File: src/rtl/dcmi_mux_tx.sv
// Round-robin multi-source DCMI frame transmitter: one granted packet per VSYNC frame.
// Optional DCMI_MUX_HDR_EN prefixes each non-empty frame with header byte {4'hA, src}.
module dcmi_mux_tx #(
    parameter int N_SRC     = 2,
    parameter int CLK_DIV   = 4,
    parameter int GAP_SLOTS = 2
) (
    input  logic             CLK,
    input  logic             RST,
    input  logic [N_SRC-1:0] DREQ,
    output logic [N_SRC-1:0] DACK,
    input  logic [7:0]       MDATA,
    output logic             DCLKEN,
    output logic [7:0]       DCMI_D,
    output logic             DCMI_PCLK,
    output logic             DCMI_HSYNC,
    output logic             DCMI_VSYNC,
    output logic             BUSY
);

    localparam int IW = (N_SRC > 1) ? $clog2(N_SRC) : 1;
    localparam int DW = $clog2(CLK_DIV);
    localparam int GW = (GAP_SLOTS > 1) ? $clog2(GAP_SLOTS) : 1;

    localparam logic [2:0] S_IDLE  = 3'd0;
    localparam logic [2:0] S_SETUP = 3'd1;
`ifdef DCMI_MUX_HDR_EN
    localparam logic [2:0] S_HDR   = 3'd2;
`endif
    localparam logic [2:0] S_XFER  = 3'd3;
    localparam logic [2:0] S_TAIL  = 3'd4;

    logic [DW-1:0]    div_q, div_d;
    logic             pclk_q;
    logic [2:0]       state_q, state_d;
    logic [IW-1:0]    g_q, g_d;
    logic [IW-1:0]    last_q, last_d;
    logic [N_SRC-1:0] dack_q, dack_d;
    logic [7:0]       data_q, data_d;
    logic             hs_q, hs_d;
    logic             vs_q, vs_d;
    logic [GW-1:0]    gap_q, gap_d;

    logic             slot_end;
    logic             req_g;
    logic             take;
    logic             rr_hit;
    logic [IW-1:0]    rr_idx;
    logic [IW-1:0]    cand;

    assign slot_end = (div_q == DW'(CLK_DIV - 1));
    assign div_d    = slot_end ? '0 : div_q + 1'b1;
    assign req_g    = DREQ[g_q];

    // Search starts just after the previous winner so every source gets a turn.
    always_comb begin
        rr_hit = 1'b0;
        rr_idx = '0;
        cand   = '0;
        for (int i = 0; i < N_SRC; i++) begin
            cand = IW'((int'(last_q) + 1 + i) % N_SRC);
            if (!rr_hit && DREQ[cand]) begin
                rr_hit = 1'b1;
                rr_idx = cand;
            end
        end
    end

    always_comb begin
        state_d = state_q;
        g_d     = g_q;
        last_d  = last_q;
        dack_d  = dack_q;
        data_d  = data_q;
        hs_d    = hs_q;
        vs_d    = vs_q;
        gap_d   = gap_q;
        take    = 1'b0;
        if (slot_end) begin
            case (state_q)
                S_IDLE: begin
                    if (rr_hit) begin
                        g_d            = rr_idx;
                        last_d         = rr_idx;
                        dack_d         = '0;
                        dack_d[rr_idx] = 1'b1;
                        vs_d           = 1'b1;
                        state_d        = S_SETUP;
                    end
                end
                S_SETUP: begin
                    if (req_g) begin
`ifdef DCMI_MUX_HDR_EN
                        data_d  = {4'hA, 4'(g_q)};
                        hs_d    = 1'b1;
                        state_d = S_HDR;
`else
                        take    = 1'b1;
                        data_d  = MDATA;
                        hs_d    = 1'b1;
                        state_d = S_XFER;
`endif
                    end else begin
                        vs_d    = 1'b0;
                        dack_d  = '0;
                        gap_d   = '0;
                        state_d = S_TAIL;
                    end
                end
`ifdef DCMI_MUX_HDR_EN
                S_HDR,
`endif
                S_XFER: begin
                    // Source drops DREQ with its last DCLKEN, so a low here means done.
                    if (req_g) begin
                        take    = 1'b1;
                        data_d  = MDATA;
                        state_d = S_XFER;
                    end else begin
                        hs_d    = 1'b0;
                        vs_d    = 1'b0;
                        dack_d  = '0;
                        data_d  = '0;
                        gap_d   = '0;
                        state_d = S_TAIL;
                    end
                end
                S_TAIL: begin
                    if (gap_q == GW'(GAP_SLOTS - 1)) begin
                        state_d = S_IDLE;
                    end else begin
                        gap_d = gap_q + 1'b1;
                    end
                end
                default: begin
                    state_d = S_IDLE;
                    dack_d  = '0;
                    hs_d    = 1'b0;
                    vs_d    = 1'b0;
                end
            endcase
        end
    end

    always_ff @(posedge CLK or posedge RST) begin
        if (RST) begin
            div_q   <= '0;
            pclk_q  <= 1'b0;
            state_q <= S_IDLE;
            g_q     <= '0;
            last_q  <= IW'(N_SRC - 1);
            dack_q  <= '0;
            data_q  <= '0;
            hs_q    <= 1'b0;
            vs_q    <= 1'b0;
            gap_q   <= '0;
        end else begin
            div_q   <= div_d;
            pclk_q  <= (div_d >= DW'(CLK_DIV / 2));
            state_q <= state_d;
            g_q     <= g_d;
            last_q  <= last_d;
            dack_q  <= dack_d;
            data_q  <= data_d;
            hs_q    <= hs_d;
            vs_q    <= vs_d;
            gap_q   <= gap_d;
        end
    end

    assign DACK       = dack_q;
    assign DCLKEN     = take;
    assign DCMI_D     = data_q;
    assign DCMI_PCLK  = pclk_q;
    assign DCMI_HSYNC = hs_q;
    assign DCMI_VSYNC = vs_q;
    assign BUSY       = (state_q != S_IDLE);

endmodule
File: config.mk
export PLATFORM = sky130hd
export DESIGN_NAME = dcmi_mux_tx
export DESIGN_NICKNAME = d
export VERILOG_FILES = /design/src/rtl/dcmi_mux_tx.sv
export SDC_FILE = /design/constraint.sdc
export NUM_CORES = 1
export LEC_CHECK = 0
export ABC_AREA = 1
export CAP_MARGIN = 20
export CELL_PAD_IN_SITES_DETAIL_PLACEMENT = 1
export CELL_PAD_IN_SITES_GLOBAL_PLACEMENT = 2
export CORE_ASPECT_RATIO = 1.2
export CORE_MARGIN = 10
export CORE_UTILIZATION = 26
export CTS_BUF_LIST = sky130_fd_sc_hd__clkbuf_4 sky130_fd_sc_hd__clkbuf_8 sky130_fd_sc_hd__clkbuf_16
export DETAILED_ROUTE_END_ITERATION = 8
export PLACE_DENSITY = 0.86
export SLEW_MARGIN = 20
export SYNTH_ARGS = -nofsm -noshare
export SYNTH_HDL_FRONTEND = slang
export SYNTH_SLANG_ARGS = --single-unit
File: constraint.sdc
create_clock -name CLK -period 1.3 [get_ports CLK]
set_clock_uncertainty 0.05 [all_clocks]
set_input_delay 0.26 -clock CLK [delete_from_list [all_inputs] [get_ports CLK]]
set_output_delay 0.26 -clock CLK [all_outputs]
set_load 0.01 [all_outputs]
# == Word-level counts from Yosys, hierarchy flattened ==
# Cells that the tools add are included.
# totals
reg_bits,21
in_bits,12
out_inout_bits,15
word_cells,79
# op_classes
n_addsub,4
order_cmp,6
eq_ne,9
mux,33
n_bitwise,2
reduce_logical,15
# op_table
op,n
1-bit 2-to-1 mux,18
8-bit 2-to-1 mux,2
8-bit case mux with 2 select lines,1
3-bit AND reduction,4
2-bit != test (second input constant),5
3-bit 2-to-1 mux,3
3-bit case mux with 3 select lines,1
1-bit by 2-bit less-than comparator with 1-bit output (second input constant),4
4-bit AND reduction,2
2-bit 2-to-1 mux,3
1-bit case mux with 3 select lines,2
2-bit case mux with 3 select lines,1
2-bit nonzero test,2
2-bit OR reduction,2
1-bit adder (second input constant),3
3-bit by 1-bit == test with 1-bit output (second input constant),1
3-bit by 2-bit == test with 1-bit output (second input constant),1
3-bit == test (second input constant),1
3-bit zero test,1
3-bit nonzero test,1
2-bit by 1-bit adder with 2-bit output (second input constant),1
2-bit == test (second input constant),1
2-bit >= comparator (second input constant),1
1-bit logical AND,2
5 further kinds,6

# == Depth between registers and ports, before layout ==
# logic_depth
word_depth,13
mapped_depth,9
depth_no_buf,9

# == Least setup slack after synthesis ==
# No wires, ideal clock.
# synth_path
path_kind,flip-flop to flip-flop
startpoint,register div_q[1]
endpoint,register data_q[0] (netlist: DCMI_D[0])
setup_time_ps,118
t_arrival_ps,1076
t_required_ps,1132
slack_ps,56
path_stages_with_launch,6
path_buffers,1
synth_period_minus_slack_ps,1244
cell_sequence,dfrtp_1 ha_1 nand3_4 buf_6 nand2_1 o21ai_2
# synth_between
elab_chain_cells,2
# synth_lines
item,line_no,source
from (decl),33,"logic [DW-1:0] div_q, div_d;"
from (signal assigned),158,div_q <= div_d;
2-bit == test,51,assign slot_end = (div_q == DW'(CLK_DIV - 1));
3-bit AND reduction (no line),-,
to (signal assigned),164,data_q <= data_d;
to (decl),39,"logic [7:0] data_q, data_d;"
# Every way passes these cells.
# A chain may end at the register's enable or synchronous reset.

# == Final worst setup path ==
# layout_path
startpoint,register state_q[0]
endpoint,output port DCLKEN
# layout_between
elab_chain_cells,4
elab_cells_between_ends,5
cone_classes,eq/ne: 2; mux: 2; reduce/logical: 1
# layout_lines
item,line_no,source
from (decl),35,"logic [2:0] state_q, state_d;"
from (signal assigned),160,state_q <= state_d;
3-bit by 2-bit == test with 1-bit output or 3-bit by 1-bit == test with 1-bit output (tied branches),80,case (state_q)
2-bit OR reduction (no line) *,-,
1-bit 2-to-1 mux *,-,
1-bit 2-to-1 mux *,79,if (slot_end) begin
to (decl),13,"output logic DCLKEN,"
# Every way passes the cells marked *; elsewhere a longest branch is shown, timed or not.

==> results.md <==
- Cell Int Power: 2.12 mW
- Syn_nets: approximately 130
- Via count: 962
- DR pass1 iterations: 4
- Row Count: 24
- Root buffer cell: clkbuf_8
- Pre-CTS WS: -676 ps
- DIE WIDTH: ~75 um
- Crit. End Element: output pin
- WL final: 3.19 mm
- Reg clk slew, reported paths: roughly 70 ps
- CTS H-tree lvls: 1
- Routed len/inst: approximately 15 um
- Synth cell count leaders: nand2_1 (45), dfrtp_1 (19), nor2_1 (11)
- Top post-synthesis cells by area: dfrtp_1 (49%), nand2_1 (18%), o21ai_2 (7.3%)
- Status: finished with violations
- IO Pins: 27
- Main synth FF type: dfrtp_1
- Failing checks: negative setup slack
- Post-Synthesis Cells: 116
- Yosys warning count: 0
- Leakage power: 0.854 nW
- Nets@finish: between 150 and 200
- Worst Hold Class: input port to async pin
- Post-route setup TNS: -462 ps
- Number of flops mapped to enable cells by yosys: 0
- Die Ht: 86.6 um
- First-pass GRT wire length: roughly 5.2 mm
- Worst rel slew slack: 80.6%
- Combinational power share: a little under three fifths
- Post-route cell area: 1690 um^2
- Slowest-stage cell, CP: dfrtp_1
- RSZ-0062 raised after global routing: yes
- Final Wtd Congestion: approximately 0.8
- R2r setup slk: -80 ps
- Flip-flop and latch area: about 500 um^2
- Setup-failing EPs final: 5
- Crit-path max cell delay: 410 ps
- Switching power: around 1.5 mW
- Drt initial violations: 38
- Fmax: 660 MHz
- DP Area: 1410 um^2
- # diodes: 0
- Most common cell on crit path: inv_2
- Via density: 4.63
- Initial antenna violation count: 0
- Synth top area share: 49.5%
- Clock group share of total power: 13.1%
- Post-synth ARST share: 100%
- Clock Tree Buf Depth: 2
- Final hold viol count: 0
- Required time of the critical path: 990 ps
- MaxCap Viol Count: 0
- Vias in the first global route: about 1100
- Count leader, synth: nand2_1
- Full die area: 6540 um^2
- Core ar.: roughly 3600 um^2
- IO buf count: 26
- DRC viols: 0
- Initial Utilization: 26.7%
- Detailed Place HPWL: 2.30 mm
- Register area share after synthesis: 52.2%
- Synth area leader: dfrtp_1
- Power Total: 3.57 mW
- CP startpoint kind: flop
- Antenna Violating Nets Remaining: 0
- Layout cells sized above 1: 50.9%
- Synth Area per Inst: 8.28 um^2
- Clk_lat worst skew: 250 ps
- Clock sink count: 20
- Critical path, cell by cell: buf_6 -> nand2_4 -> inv_2 -> nand2_2 -> inv_2 -> nand2_2 -> inv_2 -> buf_6
- Cell Area, Synth: a little under 1000 um^2
- Maximum vdd drop: 0.000640 V
- Layout overhead on the synthesized area: 76.2%
- Pin count of the biggest net entering global routing: 12
- Fin. max-slew vios: 0
- Tcrit/Tclk final: 117%
- Total track usage: 10.2%
- PnR worst setup slack: -216 ps
- Seq cells post-synth: 20
- Worst-Margin Slew: 290 ps
- Fill count: 430
- Area occupied by multi-input gates: 608 um^2
- Critical Path AT: 1210 ps
- Critical Path Fanout Max: 2
- R2R depth: 10
- CTS tree: built
- Number of distinct library cells after synthesis: 16
- Pwr dens: around 2100 nW/um^2
- Sw Ratio: roughly two fifths
- Post-route minimum period: 1520 ps
- Hold_buf cts: 0
- Kind of critical path: flop to output pin
- Overflow after GRT: 0
- CTS Buf Count: 3
- Seq pwr share: a little under a third
final cells by class:
| type | count | share of cell area, % |
|---|---|---|
| clock buffers | 4 | 3.25 |
| flip-flops and latches | 20 | 29.6 |
| inverters | 11 | 2.44 |
| repair buffers | 49 | 25.9 |
| multi-input cells | 85 | 35.9 |
| well taps | 39 | 2.88 |
cell families after synthesis:
kind of cell,after synthesis,synth area share [%]
AND/OR/NAND/NOR,66,29.0
flip-flops,20,52.2
AO/OA/AOI/OAI,17,12.0
buffers and inverters,12,5.47
adder cells (fa/ha/maj),1,1.30
sequential cells by signal, indices dropped and copies added, names as in the netlist:
signal	flops
DACK	2
DCMI_D	8
DCMI_HSYNC	1
DCMI_VSYNC	1
div_q	2
g_q	1
gap_q	1
last_q	1
state_q	3
repair_timing:
| action | in CTS | in global routing |
|---|---|---|
| buffers inserted | 6 | 0 |
| pin swaps | 11 | 12 |
| cloned | 1 | 0 |
| resized for setup | 58 | 32 |
| endpoints found under the setup margin | 31 | 19 |
per-stage QoR:
| step | cells | hold WS [ps] | utilization (%) |
|---|---|---|---|
| 6_report | 208 | 140 | 47.0 |
| 5_1_grt | 208 | 133 | 47.0 |
| 4_1_cts | 209 | 134 | 44.1 |
| 3_5_place_dp | 200 | 413 | 39.1 |
| 3_3_place_gp | 200 | 403 | 39.1 |
| 2_1_floorplan | 116 | 173 | - |
power groups by stage:
| stage | Combinational [mW] | Clock, mW | Sequential, mW |
|---|---|---|---|
| floorplan | 0.604 | 0 | 1.14 |
| global placement | 1.59 | 0 | 1.04 |
| detailed placement | 1.65 | 0 | 1.06 |
| CTS | 1.84 | 0.486 | 1.06 |
| global route | 2.22 | 0.514 | 1.13 |
| finish | 2.02 | 0.470 | 1.08 |
worst max-delay path, delay by kind of cell (launching register included):
kind,cells,cell delay [ps]
and+or+nand+nor,3,180
buffers and inverters,5,360
DFF,1,410
per-layer routing:
metal,track usage [%],part of all wire [%],vias to the layer above
met1,10.1,39,474
met2,19.8,57,17
met5,0,0,-
met3,1.37,2.7,2
met4,4.57,1.5,0
li1,-,-,469
final timing paths:
check / start / endpoint
worst min-delay path: RST / DCMI_VSYNC
max in group asynchronous: RST / gap_q
worst min register to register: last_q / last_q
worst max-delay path: state_q[0] / DCLKEN
min in group CLK: last_q / last_q
worst max register to register: g_q / DCMI_HSYNC
layout by cell type (no fill, tap or decap), types with 2 or more instances in the layout:
cell type	Yosys	routed
nor2_4	0	5
clkdlybuf4s50_1	0	9
nor2_1	11	5
inv_2	4	7
buf_4	0	18
o21ai_2	8	9
nand2_1	45	24
o21ai_1	2	4
dlygate4sd2_1	0	14
nor2_2	1	2
o21ai_0	5	2
inv_1	7	4
clkbuf_8	0	4
nand2_2	4	17
nand3_4	1	3
dfrtp_1	19	19
buf_6	1	8
nand3_2	0	2
nand2_4	0	7
(Power assumes the default switching activity.)
